==> config.mk <==
export PLATFORM = sky130hd
export DESIGN_NAME = spi_slave_port
export DESIGN_NICKNAME = d
export VERILOG_FILES = /design/src/rtl/spi_slave_port.sv
export SDC_FILE = /design/constraint.sdc
export NUM_CORES = 1
export LEC_CHECK = 0
export CELL_PAD_IN_SITES_DETAIL_PLACEMENT = 1
export CELL_PAD_IN_SITES_GLOBAL_PLACEMENT = 1
export CORE_MARGIN = 2
export CORE_UTILIZATION = 30
export CTS_CLUSTER_DIAMETER = 50
export DETAILED_ROUTE_END_ITERATION = 16
export PLACE_DENSITY_LB_ADDON = 0.1
export SLEW_MARGIN = 20
export SYNTH_ARGS = -nofsm -noshare
export SYNTH_HDL_FRONTEND = slang
export SYNTH_SLANG_ARGS = --single-unit
==> constraint.sdc <==
create_clock -name clk -period 1.7 [get_ports clk]
set_clock_uncertainty 0.05 [all_clocks]
set_input_delay 0.34 -clock clk [delete_from_list [all_inputs] [get_ports clk]]
set_output_delay 0.34 -clock clk [all_outputs]
set_load 0.01 [all_outputs]
==> src/rtl/spi_slave_port.sv <==
// SPI mode-0 responder (MSB first) with a CPU register window; all SPI pins oversampled in clk.
// Latency: RXF/irq rise SYNC_STAGES+1..+2 clk after the 8th sck rise at the pin; DO is combinational on AD.
// No backpressure: an unread byte is overwritten (OVR), an unqueued reply sends FILL_BYTE (UND).
module spi_slave_port #(
  parameter int         SYNC_STAGES = 2,
  parameter logic [7:0] FILL_BYTE   = 8'hFF
) (
  input  logic       clk,
  input  logic       rst,
  input  logic [2:0] AD,
  input  logic [7:0] DI,
  output logic [7:0] DO,
  input  logic       rw,
  input  logic       cs,
  input  logic       spi_sck,
  input  logic       spi_cs_n,
  input  logic       spi_mosi,
  output logic       spi_miso,
  output logic       spi_miso_oe,
  output logic       irq
);

  typedef enum logic {IDLE = 1'b0, ACTIVE = 1'b1} state_t;

  state_t                 state_q, state_d;
  logic [SYNC_STAGES-1:0] sck_sync_q, sck_sync_d;
  logic [SYNC_STAGES-1:0] cs_sync_q, cs_sync_d;
  logic [SYNC_STAGES-1:0] mosi_sync_q, mosi_sync_d;
  logic                   sck_prev_q, sck_prev_d;
  logic                   cs_prev_q, cs_prev_d;
  logic [2:0]             bit_cnt_q, bit_cnt_d;
  logic [6:0]             rx_sh_q, rx_sh_d;
  logic [7:0]             tx_sh_q, tx_sh_d;
  logic [7:0]             tx_buf_q, tx_buf_d;
  logic [7:0]             rx_data_q, rx_data_d;
  logic                   txe_q, txe_d, rxf_q, rxf_d, ovr_q, ovr_d, und_q, und_d;
  logic                   ien_rx_q, ien_rx_d, ien_tx_q, ien_tx_d;
  logic                   skip_fall_q, skip_fall_d;

  logic sck_s, cs_s, mosi_s;
  logic sck_rise, sck_fall, cs_fall;
  logic start, in_act, byte_done, load;
  logic wr_data, wr_stat, rd_data;
  logic unused_di;

  // DI bits with no register behind them
  assign unused_di = ^{DI[7], DI[4], DI[1:0]};

  // Synchroniser shift chains and edge detection on the synced pins
  always_comb begin
    sck_sync_d  = {sck_sync_q[SYNC_STAGES-2:0], spi_sck};
    cs_sync_d   = {cs_sync_q[SYNC_STAGES-2:0], spi_cs_n};
    mosi_sync_d = {mosi_sync_q[SYNC_STAGES-2:0], spi_mosi};
    sck_s       = sck_sync_q[SYNC_STAGES-1];
    cs_s        = cs_sync_q[SYNC_STAGES-1];
    mosi_s      = mosi_sync_q[SYNC_STAGES-1];
    sck_prev_d  = sck_s;
    cs_prev_d   = cs_s;
    sck_rise    = sck_s & ~sck_prev_q;
    sck_fall    = ~sck_s & sck_prev_q;
    cs_fall     = ~cs_s & cs_prev_q;
  end

  // FSM next state: a cs_n fall opens a transfer, cs_n high closes it
  always_comb begin
    state_d = state_q;
    case (state_q)
      IDLE:    if (cs_fall) state_d = ACTIVE;
      ACTIVE:  if (cs_s)    state_d = IDLE;
      default: state_d = IDLE;
    endcase
  end

  // FSM outputs: MISO is driven only while selected
  always_comb begin
    spi_miso    = 1'b1;
    spi_miso_oe = 1'b0;
    if (state_q == ACTIVE) begin
      spi_miso    = tx_sh_q[7];
      spi_miso_oe = 1'b1;
    end
  end

  // Shifters, status flags and CPU writes; ordering below sets the collision priorities
  always_comb begin
    start     = (state_q == IDLE) & cs_fall;
    in_act    = (state_q == ACTIVE) & ~cs_s;
    byte_done = in_act & sck_rise & (bit_cnt_q == 3'd7);
    load      = start | byte_done;
    wr_data   = cs & ~rw & (AD == 3'd0);
    wr_stat   = cs & ~rw & (AD == 3'd1);
    rd_data   = cs & rw & (AD == 3'd0);

    bit_cnt_d   = bit_cnt_q;
    rx_sh_d     = rx_sh_q;
    tx_sh_d     = tx_sh_q;
    tx_buf_d    = tx_buf_q;
    rx_data_d   = rx_data_q;
    txe_d       = txe_q;
    rxf_d       = rxf_q;
    ovr_d       = ovr_q;
    und_d       = und_q;
    ien_rx_d    = ien_rx_q;
    ien_tx_d    = ien_tx_q;
    skip_fall_d = skip_fall_q;

    // W1C first so a same-cycle set below overrides the clear
    if (wr_stat) begin
      if (DI[2]) ovr_d = 1'b0;
      if (DI[3]) und_d = 1'b0;
      ien_rx_d = DI[5];
      ien_tx_d = DI[6];
    end

    // Deselect or new select: forget any partial byte
    if (start || ((state_q == ACTIVE) && cs_s)) begin
      bit_cnt_d   = 3'd0;
      skip_fall_d = 1'b0;
    end

    if (in_act && sck_rise) begin
      rx_sh_d   = {rx_sh_q[5:0], mosi_s};
      bit_cnt_d = bit_cnt_q + 3'd1;
    end

    // The fall right after a byte boundary must keep the freshly loaded MSB
    if (in_act && sck_fall) begin
      if (skip_fall_q) skip_fall_d = 1'b0;
      else             tx_sh_d     = {tx_sh_q[6:0], 1'b0};
    end

    if (byte_done) begin
      rx_data_d   = {rx_sh_q, mosi_s};
      skip_fall_d = 1'b1;
      if (rxf_q && !rd_data) ovr_d = 1'b1;
      rxf_d = 1'b1;
    end else if (rd_data) begin
      rxf_d = 1'b0;
    end

    // Reload uses pre-write tx_buf/TXE; a same-cycle DATA write lands afterwards
    if (load) begin
      if (txe_q) begin
        tx_sh_d = FILL_BYTE;
        und_d   = 1'b1;
      end else begin
        tx_sh_d = tx_buf_q;
        txe_d   = 1'b1;
      end
    end

    if (wr_data) begin
      tx_buf_d = DI;
      txe_d    = 1'b0;
    end
  end

  // CPU read mux and interrupt
  always_comb begin
    case (AD)
      3'd0:    DO = rx_data_q;
      3'd1:    DO = {1'b0, ien_tx_q, ien_rx_q, (state_q == ACTIVE), und_q, ovr_q, txe_q, rxf_q};
      default: DO = 8'hFF;
    endcase
    irq = (rxf_q & ien_rx_q) | (txe_q & ien_tx_q);
  end

  // State registers; cs_n chain resets low so a held-low pin never looks like a fresh fall
  always_ff @(posedge clk) begin
    if (rst) begin
      state_q     <= IDLE;
      sck_sync_q  <= '0;
      cs_sync_q   <= '0;
      mosi_sync_q <= '0;
      sck_prev_q  <= 1'b0;
      cs_prev_q   <= 1'b0;
      bit_cnt_q   <= 3'd0;
      rx_sh_q     <= 7'd0;
      tx_sh_q     <= 8'd0;
      tx_buf_q    <= 8'd0;
      rx_data_q   <= 8'd0;
      txe_q       <= 1'b1;
      rxf_q       <= 1'b0;
      ovr_q       <= 1'b0;
      und_q       <= 1'b0;
      ien_rx_q    <= 1'b0;
      ien_tx_q    <= 1'b0;
      skip_fall_q <= 1'b0;
    end else begin
      state_q     <= state_d;
      sck_sync_q  <= sck_sync_d;
      cs_sync_q   <= cs_sync_d;
      mosi_sync_q <= mosi_sync_d;
      sck_prev_q  <= sck_prev_d;
      cs_prev_q   <= cs_prev_d;
      bit_cnt_q   <= bit_cnt_d;
      rx_sh_q     <= rx_sh_d;
      tx_sh_q     <= tx_sh_d;
      tx_buf_q    <= tx_buf_d;
      rx_data_q   <= rx_data_d;
      txe_q       <= txe_d;
      rxf_q       <= rxf_d;
      ovr_q       <= ovr_d;
      und_q       <= und_d;
      ien_rx_q    <= ien_rx_d;
      ien_tx_q    <= ien_tx_d;
      skip_fall_q <= skip_fall_d;
    end
  end

endmodule
======== Word-level counts from Yosys, hierarchy flattened ========
Cells that the tools add are included.
word-level totals
  output and inout port bits .............. 11
  bits in registers ....................... 50
  input bits .............................. 18
cells by class
  reduce and logical (&&, ||, !) cells .... 12
  multiplexer cells ....................... 28
  bitwise logic cells ..................... 21
  equality and inequality tests ........... 3
  add/subtract/negate cells ............... 1
operators by type and width
  cell                 count
  $mux 8               4
  $mux 1               20
  $pmux 8 s2           1
  $and 1x1->1          14
  $reduce_bool 2->1    4
  $mux 3               2
  $not 1->1            5
  $logic_and 1x1->1    4
  $add 3x1->3 const B  1
  $eq 3x1->1 const B   1
  $eq 3x3->1 const B   1
  $logic_not 3->1      1
  $ne 2x1->1 const B   1
  $or 1x1->1           2
  $pmux 1 s2           1
  $reduce_and 2->1     1
  $logic_not 1->1      1
  $logic_or 1x1->1     1

======== Depth between registers and ports, before layout ========
  depth after elaboration ................. 8
  gate-level depth with buffers ........... 7

======== Worst setup path before layout ========
Ideal clock, no wire load.
  path type ............................... flip-flop to flip-flop
  from .................................... register bit_cnt_q[0]
  to ...................................... register tx_sh_q[6]
  cell stages (with the launch flop) ...... 8
  slack ................................... 0.207 ns
  clock period less this slack ............ 1.493 ns
  arrival ................................. 1.308 ns
  data required time ...................... 1.516 ns
  cell sequence ........................... dfxtp_1 -> ha_1 -> ha_1 -> nand4b_1 -> a21o_2 -> buf_4 -> nor3_1 -> a211oi_1
between the ends
  longest elaborated chain between the ends .. 5
  elaborated cells on any way between the ends .. 7
RTL lines
  what                                                                     RTL line  source
  start, declared                                                          31        logic [2:0] bit_cnt_q, bit_cnt_d;
  start signal, assigned                                                   196       bit_cnt_q <= bit_cnt_d;
  $eq 3x3->1 (*)                                                           88        byte_done = in_act & sck_rise & (bit_cnt_q == 3'd7);
  $and 1x1->1 (*)                                                          88
  $or 1x1->1 (*)                                                           89        load = start | byte_done;
  $ne 2x1->1 (no source line) / $reduce_bool 2->1 (equally long branches)  n/a
  $reduce_and 2->1 (no source line)                                        n/a
  end signal, assigned                                                     198       tx_sh_q <= tx_sh_d;
  end, declared                                                            33        logic [7:0] tx_sh_q, tx_sh_d;
Mark *: on every way between the ends. The rest lies on a longest branch, timed or not.
A chain may end at the register's enable or synchronous reset.

======== Worst setup path after layout ========
  from .................................... input AD[0]
  to ...................................... output DO[3]
between the ends
  longest elaborated chain between the ends .. 2
  elaborated cells on any way between the ends .. 3
RTL lines
  what                                                  RTL line  source
  start, declared                                       10        input logic [2:0] AD,
  $eq 3x1->1 / $logic_not 3->1 (equally long branches)  160       case (AD)
  $pmux 8 s2 (*)                                        160
  end, declared                                         12        output logic [7:0] DO,
Marked as above.

==> flow_summary.yaml <==
power_and_ir_drop:
  sw_frac_of_total_pct: 23.87
  vdd_drop_max_uv: 314.5
  power_mw: 2.067
  p_leak_nw: 0.9380
  p_sw_uw: 493.4
  clkPwrFrac_pct: 33.1
  seqPwrFrac_pct: 58.1
  power_frac_comb_pct: 8.8
  p_per_area_nw_per_um2: 782.9
  p_int_mw: 1.574
layout:
  register_area_um2: 1008
  multi_input_area_um2: 994.7
  nets: 276
  area_delta_synth_final_pct: 27.42
  n_antenna_cell: 0
  nFillCells: 794
  drive_above_1_share_pct: 15.63
  fin_area_um2: 2640
  instances_no_fill: 336
clock_tree:
  tritoncts: "built"
  ctsHtreeMaxLevel: 2
  numCtsBuffers: 5
  cts.sinks: 50
  clockBufferDepth: 2
  cts_root_buffer: "clkbuf_8"
  cts.clk_slew.worst_paths_ps: 90
  holdBufCountCts: 0
  clock_latency_ps: 310
grt:
  first_global_vias: 1656
  antenna_found_initial: 0
  grt_max_degree: 51
  grt_pass1_wl_um: 8252
  overflow: 0
  grtUsageTotal_pct: 14.00
floorplan:
  die_h_um: 87.11
  initial_core_util_pct: 30.67
  die_area_um2: 7587
  io_pins: 29
  core_um2: 6756
  rows: 30
  fp.dieW_um: 87.11
sta:
  hold_viol: 0
  period_needed_ps: 1602
  max_freq_ghz: 0.6243
  final_max_slew_viol_count: 0
  worstMarginPinSlew_ps: 392.9
  setup_ws_ps: 98.14
  slew_headroom_pct: 73.66
  tns_ps: 0
  min_period_over_period_pct: 94.23
  finalSetupViolations: 0
  rsz0062_at_grt: "true"
synthesis:
  yosysTopAreaCell: "dfxtp_1"
  async_reset_ff_share_pct: 0
  synth_most_common_cell: "dfxtp_1"
  syn_area_per_cell_um2: 9.209
  synth_fp_nets: 245
  syn_area_um2: 2072
  ys.flop_type: "dfxtp_1"
  synth-edff-count: 0
  yosysUniqueCellTypes: 32
  synth_area_leaders: "dfxtp_1 48%, mux2i_1 12%, nand2_1 5.8%, a21oi_1 5.1%, nor2_1 3.1%"
  synth_top_area_share_pct: 48.31
  synthTopCellsByCount: "50 x dfxtp_1, 32 x nand2_1, 24 x mux2i_1"
  syn-instance-count: 225
  yosysSeqAreaShare_pct: 48.31
  ys_warn_count: 0
  ys_ff_latch: 50
drt:
  final_antenna_net_count: 0
  wl_met1_um: 2495
  route.detailed.drc: 0
  drtPass1Iterations: 3
  routed_wl_um: 4915
  drtIter0Drc: 34
  highest_layer: "met4"
  vias_per_cell: 4.943
  vias: 1661
  wl_per_cell_um: 14.63
  route.met3.wl_um: 187
  route.met2.wl_um: 2168
min_path:
  hp-class: "reg -> reg"
setup_path:
  crit_slowest_cell: "dlygate4sd2_1"
  critPathLaunchType: "input port"
  cp_max_fo: 6
  end_kind: "output pin"
  crit_type: "in -> out"
  cp.required_ps: 1310
  cp_cell_sequence: "clkdlybuf4s15_2 > buf_12 > mux2i_1 > nand2_1 > dlygate4sd2_1"
  cpPeakStageDelay_ps: 280
  crit_family: "buffers and inverters"
  critPathArrivalTime_ps: 1210
  cp_num_buf_inv: 3
placement:
  dpl-instance-area_um2: 2479
  port_buffers: 28
  placed_cells: 326
  hpwl_um: 3232
  gp_congestion: 0.6869
  place_ws_ps: -438.7
status:
  status: "finished, final reports clean"
job:
  cap_violations: 0
==> layout make-up <==
cell class | count | area share [%]
clock buffers | 5 | 2.607
flip-flops and latches | 50 | 38.20
clock inverters | 2 | 0.5687
repair buffers | 41 | 16.73
multi-input cells | 155 | 37.68
inverters | 3 | 0.4265
well taps | 80 | 3.791
==> power groups by stage <==
| stage | clock, mW | sequential [mW] | combinational (mW) |
|---|---|---|---|
| after global routing | 0.757 | 1.21 | 0.199 |
| after global placement | 0 | 1.23 | 0.173 |
| after CTS | 0.723 | 1.20 | 0.184 |
| after floorplan | 0 | 1.23 | 0.0824 |
| final | 0.684 | 1.20 | 0.182 |
| after detailed placement | 0 | 1.23 | 0.175 |
==> path summary, 6_finish.rpt <==
check	from	end	slack (ps)	depth (start not counted)
setup / recovery	AD[0]	DO[3]	100	5
hold reg to reg	cs_sync_q[0]	cs_sync_q[1]	400	1
hold / removal	cs_sync_q[0]	cs_sync_q[1]	400	1
setup reg to reg	bit_cnt_q[0]	tx_sh_q[5]	120	6
==> repair_timing <==
action                     4_1_cts  5_1_grt
setup endpoints to repair       11        9
gates resized for setup         32        5
setup buffers                    1        0
gates cloned                     2        0
pin swaps                        1        0
==> registers in the layout, summed over array words and instances (netlist names), 2 cells and up <==
name,count
tx_buf_q,8
mosi_sync_q,2
tx_sh_q,8
rx_data_q,8
rx_sh_q,7
sck_sync_q,2
cs_sync_q,2
bit_cnt_q,3
==> cell families (layout without fill, tap and decap cells) <==
family	Yosys count	after routing	synth area share, %
compound gates	39	39	11.47
fa+ha+maj	2	2	1.208
buf+inv	20	51	5.072
flops	50	50	48.31
mux	24	24	11.59
simple gates	90	90	22.34
==> layout by cell type (no fill, tap or decap), types with 7 or more instances in the layout <==
master           netlist  layout
nor2b_1                8       8
nand2_1               32      32
dlygate4sd2_1          0       9
dfxtp_1               50      46
a21oi_1               21      21
nand3_1                8       8
nor2_1                17      16
mux2i_1               24      24
a211oi_1               7       7
clkdlybuf4s50_1        0      13
==> through the flow <==
stage               hold slack, ps  utilization, %
CTS                          399.5           38.83
global placement             371.6           36.69
detailed placement           378.1           36.69
global route                 414.4           39.07
floorplan                    363.8               -
finish                       396.0           39.07
==> per-layer routing <==
layer / GRT usage [%] / vias up
met4: 4.196 / 0
met2: 22.21 / 23
met3: 3.033 / 5
li1: - / 840
met5: 0 / -
met1: 19.13 / 793
Note: power is estimated with default switching activity, not from simulation.
